<file path="src/rtl/comp_pkg.sv">
// Shared definitions for the complex multiply/accumulate datapath.
package comp_pkg;

    localparam int PROD_W = 17;

    typedef enum logic [1:0] {
        ST_IDLE = 2'd0,
        ST_ACC  = 2'd1,
        ST_HOLD = 2'd2
    } state_t;

    // Wide enough to hold the value LEN itself, not just LEN-1.
    function automatic int cnt_width(input int len);
        return $clog2(len) + 1;
    endfunction

endpackage

</file>
<file path="src/rtl/comp_acc_lane.sv">
// One signed accumulator lane: sign-extension, load/add select, optional
// saturation (enabled by COMP_ACC_SAT_EN, otherwise the add wraps).
module comp_acc_lane
    import comp_pkg::*;
#(
    parameter int ACC_W = 21
) (
    input  logic                     clk,
    input  logic                     rst,
    input  logic                     clr,
    input  logic                     en,
    input  logic                     load,
    input  logic signed [PROD_W-1:0] p,
    output logic signed [ACC_W-1:0]  acc_nxt
);

    logic signed [ACC_W-1:0] acc;
    logic signed [ACC_W-1:0] ext;
    logic signed [ACC_W-1:0] sum;
    logic signed [ACC_W-1:0] add_res;

    assign ext = p;
    assign sum = acc + ext;

`ifdef COMP_ACC_SAT_EN
    localparam logic signed [ACC_W-1:0] SAT_MAX = {1'b0, {(ACC_W-1){1'b1}}};
    localparam logic signed [ACC_W-1:0] SAT_MIN = {1'b1, {(ACC_W-1){1'b0}}};

    logic ovf_pos;
    logic ovf_neg;

    // Overflow only when both operands share a sign the result lost.
    assign ovf_pos = !acc[ACC_W-1] && !ext[ACC_W-1] &&  sum[ACC_W-1];
    assign ovf_neg =  acc[ACC_W-1] &&  ext[ACC_W-1] && !sum[ACC_W-1];
    assign add_res = ovf_pos ? SAT_MAX : (ovf_neg ? SAT_MIN : sum);
`else
    assign add_res = sum;
`endif

    assign acc_nxt = load ? ext : add_res;

    always_ff @(posedge clk or posedge rst) begin
        if (rst) begin
            acc <= '0;
        end else if (clr) begin
            acc <= '0;
        end else if (en) begin
            acc <= acc_nxt;
        end
    end

endmodule

</file>
<file path="src/rtl/comp_acc.sv">
// Complex block accumulator: sums LEN products per block and holds the result
// until acknowledged. Saturating lanes when COMP_ACC_SAT_EN is defined.
module comp_acc
    import comp_pkg::*;
#(
    parameter int LEN   = 16,
    parameter int ACC_W = 21
) (
    input  logic                     clk,
    input  logic                     rst,
    input  logic                     i_clr,
    input  logic signed [PROD_W-1:0] p_r,
    input  logic signed [PROD_W-1:0] p_i,
    input  logic                     p_valid,
    output logic                     p_ready,
    output logic signed [ACC_W-1:0]  o_r,
    output logic signed [ACC_W-1:0]  o_i,
    output logic                     o_valid,
    input  logic                     o_ready
);

    // Handshake: a transfer happens on a rising edge where valid && ready;
    // p_ready is decoded from state only, o_valid is a register.
    localparam int CNT_W = cnt_width(LEN);
    localparam logic [CNT_W-1:0] LEN_C = CNT_W'(LEN);

    state_t                  state, state_nxt;
    logic [CNT_W-1:0]        cnt, cnt_nxt, cnt_inc;
    logic                    o_valid_nxt;
    logic                    capture;
    logic                    lane_en;
    logic                    lane_load;
    logic signed [ACC_W-1:0] nxt_r, nxt_i;

    assign p_ready = (state != ST_HOLD);
    assign cnt_inc = cnt + CNT_W'(1);

    always_ff @(posedge clk or posedge rst) begin
        if (rst) begin
            state   <= ST_IDLE;
            cnt     <= '0;
            o_valid <= 1'b0;
        end else begin
            state   <= state_nxt;
            cnt     <= cnt_nxt;
            o_valid <= o_valid_nxt;
        end
    end

    always_comb begin
        state_nxt   = state;
        cnt_nxt     = cnt;
        o_valid_nxt = o_valid;
        capture     = 1'b0;
        lane_en     = 1'b0;
        lane_load   = 1'b0;
        if (i_clr) begin
            state_nxt   = ST_IDLE;
            cnt_nxt     = '0;
            o_valid_nxt = 1'b0;
        end else begin
            case (state)
                ST_IDLE: begin
                    if (p_valid) begin
                        lane_en   = 1'b1;
                        lane_load = 1'b1;
                        cnt_nxt   = CNT_W'(1);
                        if (LEN == 1) begin
                            capture     = 1'b1;
                            o_valid_nxt = 1'b1;
                            state_nxt   = ST_HOLD;
                        end else begin
                            state_nxt = ST_ACC;
                        end
                    end
                end
                ST_ACC: begin
                    if (p_valid) begin
                        lane_en = 1'b1;
                        cnt_nxt = cnt_inc;
                        if (cnt_inc == LEN_C) begin
                            capture     = 1'b1;
                            o_valid_nxt = 1'b1;
                            state_nxt   = ST_HOLD;
                        end
                    end
                end
                ST_HOLD: begin
                    if (o_ready) begin
                        o_valid_nxt = 1'b0;
                        state_nxt   = ST_IDLE;
                    end
                end
                default: state_nxt = ST_IDLE;
            endcase
        end
    end

    comp_acc_lane #(.ACC_W(ACC_W)) u_lane_r (
        .clk     (clk),
        .rst     (rst),
        .clr     (i_clr),
        .en      (lane_en),
        .load    (lane_load),
        .p       (p_r),
        .acc_nxt (nxt_r)
    );

    comp_acc_lane #(.ACC_W(ACC_W)) u_lane_i (
        .clk     (clk),
        .rst     (rst),
        .clr     (i_clr),
        .en      (lane_en),
        .load    (lane_load),
        .p       (p_i),
        .acc_nxt (nxt_i)
    );

    // Result registers keep their value after the output transfer.
    always_ff @(posedge clk or posedge rst) begin
        if (rst) begin
            o_r <= '0;
            o_i <= '0;
        end else if (i_clr) begin
            o_r <= '0;
            o_i <= '0;
        end else if (capture) begin
            o_r <= nxt_r;
            o_i <= nxt_i;
        end
    end

endmodule

</file>
<file path="config.mk">
export PLATFORM = sky130hd
export DESIGN_NAME = comp_acc
export DESIGN_NICKNAME = d
export VERILOG_FILES = /design/src/rtl/comp_pkg.sv /design/src/rtl/comp_acc_lane.sv /design/src/rtl/comp_acc.sv
export SDC_FILE = /design/constraint.sdc
export NUM_CORES = 1
export LEC_CHECK = 0
export BUFFER_PORTS_ARGS = -buffer_cell sky130_fd_sc_hd__buf_2
export CAP_MARGIN = 10
export CORE_UTILIZATION = 43
export DETAILED_ROUTE_END_ITERATION = 8
export GPL_ROUTABILITY_DRIVEN = 0
export SYNTH_ARGS = -nofsm -noshare
export SYNTH_HDL_FRONTEND = slang
export SYNTH_SLANG_ARGS = --single-unit
</file>
<file path="constraint.sdc">
create_clock -name clk -period 2.7 [get_ports clk]
set_input_delay 0.54 -clock clk [delete_from_list [all_inputs] [get_ports clk]]
set_output_delay 0.54 -clock clk [all_outputs]
set_load 0.01 [all_outputs]
</file>
; ---- Yosys cells after proc, flatten, opt, wreduce, memory -nomap -nowiden
; Cells that the tools add are included.
[word_totals]
memories = 0
romBits = 0
ramBits = 0
input_bits = 39
latchBits = 0
out_inout_bits = 44
wordCells = 61
ff_bits = 92
[classes]
n_addsub = 3
reduce_logical = 9
n_mul = 0
n_lt_le_gt_ge = 0
bitwise_logic = 0
mux = 34
n_eq_ne = 8
shifts = 0
div = 0
[ops]
columns = cell, count
row1 = $mux 21, 10
row2 = $add 21x17->21, 2
row3 = $mux 5, 3
row4 = $mux 1, 13
row5 = $ne 3x3->1 const B, 4
row6 = $mux 2, 5
row7 = $pmux 5 s2, 1
row8 = $reduce_and 4->1, 2
row9 = $pmux 2 s3, 1
row10 = $reduce_bool 3->1, 2
row11 = $add 5x1->5 const B, 1
row12 = $eq 5x5->1 const B, 1
row13 = $reduce_bool 2->1, 2
row14 = $reduce_and 3->1, 1
row15 = $eq 2x1->1 const B, 1
row16 = $eq 2x2->1 const B, 1
row17 = $logic_not 2->1, 1
row18 = $ne 2x2->1 const B, 1
row19 = $pmux 1 s2, 1
row20 = $reduce_or 2->1, 1

; ---- Longest topological paths before layout
; Gate-level depths: netlist of the first run.
[depth]
depth_word = 8
depth_mapped = 9
depth_no_buf = 9

; ---- Hierarchy
; Synthesis of the first run repeated with hierarchy kept, for this count alone.
[unflattened]
cells_unflattened = 810
hier_area_um2 = 7074.3
[by_module_without_submodules]
columns = module, instances, area_per_inst_um2, seq_area_each_um2, cells_per_inst
row1 = comp_acc, 1, 2558.7, 1251.2, 233
row2 = comp_acc_lane (u_lane_i), 1, 2284.7, 525.5, 289
row3 = comp_acc_lane (u_lane_r), 1, 2230.9, 525.5, 288

; ---- Least setup slack after synthesis of the first run
; No wires, ideal clock.
[synth_path]
path_type = in2reg
start = in p_r[0]
end = reg u_lane_r.acc[14]
setup_ns = 0.077
cell_stages = 9
required_time_ns = 2.623
arrival_time_ns = 2.571
path_buffers = 0
slack_ns = 0.051
cell_sequence = ha_1 -> fa_1 -> a21oi_1 -> o211ai_1 -> a211oi_1 -> nor2_1 -> o21ai_0 -> mux2_2 -> a21oi_1
[synth_between]
elab_chain_len = 4
[synth_rtl]
columns = item, line_no
row1 = start: declaration, comp_acc.sv:12  ; input logic signed [PROD_W-1:0] p_r,
row2 = $add 21x17->21, comp_acc_lane.sv:23  ; assign sum = acc + ext;
row3 = $mux 21, comp_acc_lane.sv:40  ; assign acc_nxt = load ? ext : add_res;
row4 = $mux 21, comp_acc_lane.sv:47  ; end else if (en) begin
row5 = $mux 21, comp_acc_lane.sv:45  ; end else if (clr) begin
row6 = end signal: assignment, comp_acc_lane.sv:48  ; acc <= acc_nxt;
row7 = end: declaration, comp_acc_lane.sv:17  ; logic signed [ACC_W-1:0] acc;
; Every way passes these cells. The select of a mux whose other input is x is not followed.
; A chain may end at the register's enable or synchronous reset.

; ---- Worst setup path after layout of the first run
[layout_path]
start = reg u_lane_r.acc[0]
end = reg u_lane_r.acc[20]
[layout_between]
elab_chain_len = 4
[layout_rtl]
columns = item, line_no
row1 = $add 21x17->21, comp_acc_lane.sv:23
row2 = $mux 21, comp_acc_lane.sv:40
row3 = $mux 21, comp_acc_lane.sv:47
row4 = $mux 21, comp_acc_lane.sv:45
; Every way passes these cells. The select of a mux whose other input is x is not followed.

==> flow_summary.ini, run 1 <==
[outcome]
outcome = finished clean

[hold_path]
hold_class = input pin to async pin

[power]
irDropWorstVdd_v = 0.000301
total_power_uw = 4550
leakage_uw = 0.00367
p_per_area_nw_per_um2 = 598

[yosys]
seq_area_frac_synth = 0.357
synthesis.area_um2 = 6450
syn_nets = 826
avgSynthCellArea_um2 = 8.67
ys_warn_count = 0
synthDistinctLibCells = 75
synthArstFlopShare = 1.00
syn_inst = 744
ys_ff_latch = 92
synth_edf_count = 0
ys.flop_type = dfrtp_1

[drt]
drt_iter0_drc = 384
vias_per_cell = 5.88
first_pass_iters = 4
vias = 6094
wl_per_cell_um = 18.2
wirelength_um = 18800
drc = 0
ant_nets = 0

[final_layout]
layout.nets = 930
insertedDiodeCount = 0
layoutNonFillerInstCount = 1037
drive_gt1_frac = 0.223
most-common-layout-cells = 92 x dfrtp_1, 87 x a21oi_1, 82 x buf_2, 77 x nand2_1, 66 x o21ai_0
syn_to_final_growth_pct = 17.9
nFillCells = 1378
layout_commonest_cell = dfrtp_1

[worst_setup_path]
cp.required_ps = 3000
criticalPathCategory = flip-flop to flip-flop
crit_arrival_ps = 2910
crit_fanout = 3
start_kind = flip-flop
ff2ff_path_depth = 9
end_kind = flip-flop

[global_routing]
grt_start_max_net_pins = 93
gr-usage-all-layers = 0.248
grt_pass1_vias = 6042
antenna_found_initial = 0
grt_pass1_wl_um = 30700
grt_overflow = 0

[timing]
whs_ps = 317
finalClockSkew_ps = 5.70
slew_viol_final = 0
min_period_ps = 2610
setup_viol_count_final = 0
tns_ps = 0
period_share = 0.967
clock.fmax_ghz = 0.383
finalHoldViolCount = 0
relSlewSlack = 0.395
worst_pin_slew_ps = 904

[run]
maxCapViolations = 0

[placement]
dp_hpwl_um = 13400
io_buffers = 82
dp_cells = 1021

[die]
rows = 44
start_util = 0.442
core-area_um2 = 14600
die_h_um = 125
ios = 83
dieArea_um2 = 15500
die_w_um = 125

[clocking]
clk_latency_ps = 360
htreeDepth = 3
cts.sink_count = 92
cts_setup_buffers = 0
cts_tree = done
path_clk_slew_ps = 70
clockBufferDepth = 2
root_buffer = clkbuf_16
cts_buffers = 9
final timing paths:
check / from / to / slack [ps]
min in group clk: o_ready / state[1]$_DFFE_PP0P_ / 460
max reg2reg: u_lane_r.acc[0]$_DFFE_PP0P_ / u_lane_r.acc[20]$_DFFE_PP0P_ / 90
max: u_lane_r.acc[0]$_DFFE_PP0P_ / u_lane_r.acc[20]$_DFFE_PP0P_ / 90
min reg2reg: o_r[15]$_DFFE_PP0P_ / o_r[15]$_DFFE_PP0P_ / 480
min: rst / o_i[5]$_DFFE_PP0P_ / 320
max in group asynchronous: rst / u_lane_r.acc[15]$_DFFE_PP0P_ / 2010
cells in the mapped netlist, types with 10 or more instances:
cell | instances | share of area
o21ai_0 | 67 | 0.052
nor3_1 | 15 | 0.012
ha_1 | 41 | 0.079
a21o_1 | 18 | 0.021
mux2i_1 | 15 | 0.023
a211oi_1 | 10 | 0.012
mux2_2 | 14 | 0.024
dfrtp_1 | 92 | 0.36
nand3_1 | 19 | 0.015
nor2_1 | 64 | 0.037
inv_1 | 17 | 0.0099
clkbuf_1 | 29 | 0.017
xnor2_1 | 20 | 0.027
nand2_1 | 78 | 0.045
a21oi_1 | 89 | 0.069
sequential cells by signal (all words and copies together) (netlist names):
| signal | cells |
|---|---|
| cnt | 5 |
| state | 2 |
| o_i | 21 |
| u_lane_r.acc | 21 |
| u_lane_i.acc | 21 |
| o_r | 21 |
| o_valid | 1 |
final cells by class:
cell class / count / area (um^2) / area share
tap: 184 / 230 / 0.0303
clock inverter: 5 / 36.3 / 0.00477
sequential: 92 / 2300 / 0.303
inverter: 18 / 71.3 / 0.00937
timing repair buffer: 132 / 823 / 0.108
multi-input combinational: 595 / 3900 / 0.513
clock buffer: 11 / 243 / 0.0319
stage by stage:
stage	setup WS, ps	util	cell area (um^2)
finish	89.4	0.521	7610
floorplan	51.4	-	6460
global route	-9.89	0.521	7610
detailed placement	-244	0.501	7310
global placement	-138	0.501	7310
CTS	31.3	0.520	7590
cells by family (layout without fill, tap and decap cells):
family,count (synthesis),in the layout,share of synthesized area
AO/OA/AOI/OAI,269,269,0.268
XOR/XNOR,28,28,0.0380
adder cells (fa/ha/maj),43,43,0.0857
buffers and inverters,57,166,0.0423
flip-flops,92,92,0.357
multiplexers,29,29,0.0477
AND/OR/NAND/NOR,226,226,0.162
what timing repair did:
item | 4_1_cts | 5_1_grt
endpoints found under the setup margin | 0 | 6
hold buffers | 0 | 0
resized for setup | 0 | 5
routing by layer:
| metal | GRT usage | up-vias | wire length [um] |
|---|---|---|---|
| met5 | 0 | - | 0 |
| met4 | 0.0865 | 0 | 336 |
| met3 | 0.0339 | 21 | 797 |
| met2 | 0.420 | 155 | 9270 |
| met1 | 0.322 | 2989 | 8430 |
| li1 | - | 2929 | - |
critical path, cell delays in order, from the launching register on:
cell and delay, ps:
dfrtp_1 390, ha_1 210, fa_1 420, a21oi_2 170
o211ai_1 180, a31oi_1 190, o21ai_1 130, a31o_2 290
a2111oi_2 390, a31o_2 160
report_power, final:
part | leakage, uW | switching, uW | internal [uW] | total, uW
registers | 0.00123 | 83.3 | 1510 | 1590
clock network | 0.000128 | 593 | 652 | 1250
logic | 0.00231 | 961 | 752 | 1710
No activity file was read; power rests on OpenSTA's default activity.
==> inputs of run 2 (changes only) <==
- ABC_AREA: unset -> 1
- ABC_CLOCK_PERIOD_IN_PS: unset -> 2700
==> run 2 against run 1 <==
Compared with the run above: highest routed layer unchanged; cell area is 3.2% higher; largest power group unchanged; critical endpoint is now u_lane_r.acc[6]$_DFFE_PP0P_; sequential power is 26% higher; clock power is 10% higher; clock skew is 3.4 ps higher; worst setup slack better by 410 ps.
==> flow_summary.ini, run 2 <==
[clocking]
htreeDepth = 3
clk_latency_ps = 350
path_clk_slew_ps = 70
cts.sink_count = 92
clockBufferDepth = 2
cts_hold_buf = 0
root_buffer = clkbuf_16
cts_tree = done
cts_buffers = 9
cts_setup_buffers = 0
cts_resized = 0

[timing]
setup_viol_count_final = 0
tns_ps = 0
worst_pin_slew_ps = 630
relSlewSlack = 0.580
finalHoldViolCount = 0
clock.fmax_ghz = 0.455
rsz0062_at_grt = false
min_period_ps = 2200
finalClockSkew_ps = 9.06
finalWorstSetupSlack_ps = 500
period_share = 0.815
slew_viol_final = 0

[yosys]
yosys.area.top_type = dfrtp_1
synth_edf_count = 0
ys.flop_type = dfrtp_1
synth_top_area_frac = 0.333
synthDistinctLibCells = 34
ys_top_cells_by_count = 418 x nand2_1, 137 x inv_1, 134 x nand3_1
synthArstFlopShare = 1.00
synth_top_family_by_area = simple AND/OR/NAND/NOR gates
synth_compound_area_frac = 0.0614
avgSynthCellArea_um2 = 6.44
synthAdderAreaFrac = 0.0800
ys_ff_latch = 92
post-synth-top-count-cell = nand2_1
yosys.area_share.simple = 0.400
synthTopCellsByArea = dfrtp_1 33%, nand2_1 23%, nand3_1 9.7%
synthesis.area_um2 = 6910
seq_area_frac_synth = 0.333
synth_mux_area_frac = 0
syn_inst = 1073
ys_warn_count = 0
syn_nets = 1155
synthXorXnorAreaFrac = 0.0239

[worst_setup_path]
cp.required_ps = 2920
crit_arrival_ps = 2420
max_stage_delay_ps = 450
critPathSlowestCell = fa_1
r2r-end = u_lane_r.acc[6]$_DFFE_PP0P_
critPathTopFamily = adder cells
worstPathCellList = ha_1 -> fa_1 -> nand3_1 -> nand3_1 -> nand2_1 -> nand2_1 -> xor2_1 -> o21ai_0 -> o21ai_0
path_buf_inv = 0
start_kind = flip-flop
criticalPathCategory = flip-flop to flip-flop
end_kind = flip-flop
ff2ff_path_depth = 9
crit_fanout = 4
r2r_start = u_lane_r.acc[0]$_DFFE_PP0P_
reg2reg_slack_ps = 500

[drt]
drt_iter0_drc = 243
vias = 6598
vias_per_cell = 4.84
drc = 0
wirelength_um = 18300
first_pass_iters = 4
ant_nets = 0
wl_per_cell_um = 13.4

[die]
rows = 45
die_h_um = 129
core-area_um2 = 15400
die_w_um = 129
start_util = 0.448
ios = 83
dieArea_um2 = 16600

[global_routing]
grt_pass1_vias = 6369
gr-usage-all-layers = 0.239
grt_overflow = 0
antenna_found_initial = 0
grt_pass1_wl_um = 31000
grt_start_max_net_pins = 93

[final_layout]
insertedDiodeCount = 0
layoutNonFillerInstCount = 1364
layout_commonest_cell = nand2_1
syn_to_final_growth_pct = 13.6
drive_gt1_frac = 0.114
nFillCells = 1655
most-common-layout-cells = 418 x nand2_1, 135 x inv_1, 133 x nand3_1, 115 x nor2_1, 92 x dfrtp_1
layout.nets = 1231

[run]
maxCapViolations = 0

[hold_path]
hold_class = input pin to async pin

[power]
leakage_uw = 0.00455
irDropWorstVdd_v = 0.000529
p_per_area_nw_per_um2 = 850
total_power_uw = 6670

[placement]
pre_cts_slack_ps = 236
dp_cells = 1349
io_buffers = 82
dp_hpwl_um = 13500

[outcome]
outcome = finished clean
-- run 2: cell count changes after synthesis, sizes merged, moves of 37 or more --
cell | before | now
a21oi | 90 | 26
inv | 18 | 140
nand2 | 78 | 420
nand3 | 19 | 135
nor2 | 64 | 118
o21ai | 69 | 32
-- run 2: cells by family (layout without fill, tap and decap cells) --
| kind of cell | Yosys count | after routing |
|---|---|---|
| AND/OR/NAND/NOR | 682 | 682 |
| adder cells (fa/ha/maj) | 43 | 43 |
| AO/OA/AOI/OAI | 69 | 69 |
| buffers and inverters | 169 | 249 |
| XOR/XNOR | 18 | 18 |
| flip-flops | 92 | 92 |
-- run 2: how the worst max path moves through the flow --
stage	start	end	slack, ps	cells after the start
global placement	p_r[0]	u_lane_r.acc[6]$_DFFE_PP0P_	290	10
CTS	u_lane_r.acc[0]$_DFFE_PP0P_	u_lane_r.acc[6]$_DFFE_PP0P_	500	9
detailed placement	p_r[0]	u_lane_r.acc[6]$_DFFE_PP0P_	240	10
finish	u_lane_r.acc[0]$_DFFE_PP0P_	u_lane_r.acc[6]$_DFFE_PP0P_	500	9
floorplan	p_r[0]	u_lane_r.acc[6]$_DFFE_PP0P_	580	9
global route	u_lane_r.acc[0]$_DFFE_PP0P_	u_lane_r.acc[6]$_DFFE_PP0P_	260	9
-- run 2: layout make-up --
type | instances | area, um^2 | area share
Inverter | 141 | 536 | 0.0682
Timing Repair Buffer | 93 | 518 | 0.0660
Sequential cell | 92 | 2300 | 0.293
Clock buffer | 11 | 243 | 0.0309
Multi-Input combinational cell | 812 | 3920 | 0.499
Clock inverter | 4 | 73.8 | 0.00940
Tap cell | 211 | 264 | 0.0336
-- run 2: layer usage --
metal,wire [um],part of all wire,track usage,vias to the layer above
met3,453,0.025,0.0387,29
met5,0,0,0,-
met4,424,0.023,0.0775,0
li1,-,-,-,3502
met1,8380,0.46,0.294,2964
met2,9060,0.49,0.426,103
-- run 2: power by group --
group          internal [uW]  switching, uW  total (uW)
Sequential              1770            231        2000
Clock                    832            549        1380
Combinational           1190           2100        3290
Total                   3800           2880        6670
-- run 2: worst min-delay path, delay by kind of cell --
family	cells	cell delay (ps)
buffers and inverters	3	580
-- run 2: metrics by stage --
stage | utilization | instance area, um^2 | hold WS, ps
floorplan | - | 6920 | 453
global placement | 0.488 | 7530 | 459
detailed placement | 0.488 | 7530 | 460
CTS | 0.509 | 7850 | 345
global route | 0.509 | 7850 | 369
finish | 0.509 | 7850 | 329
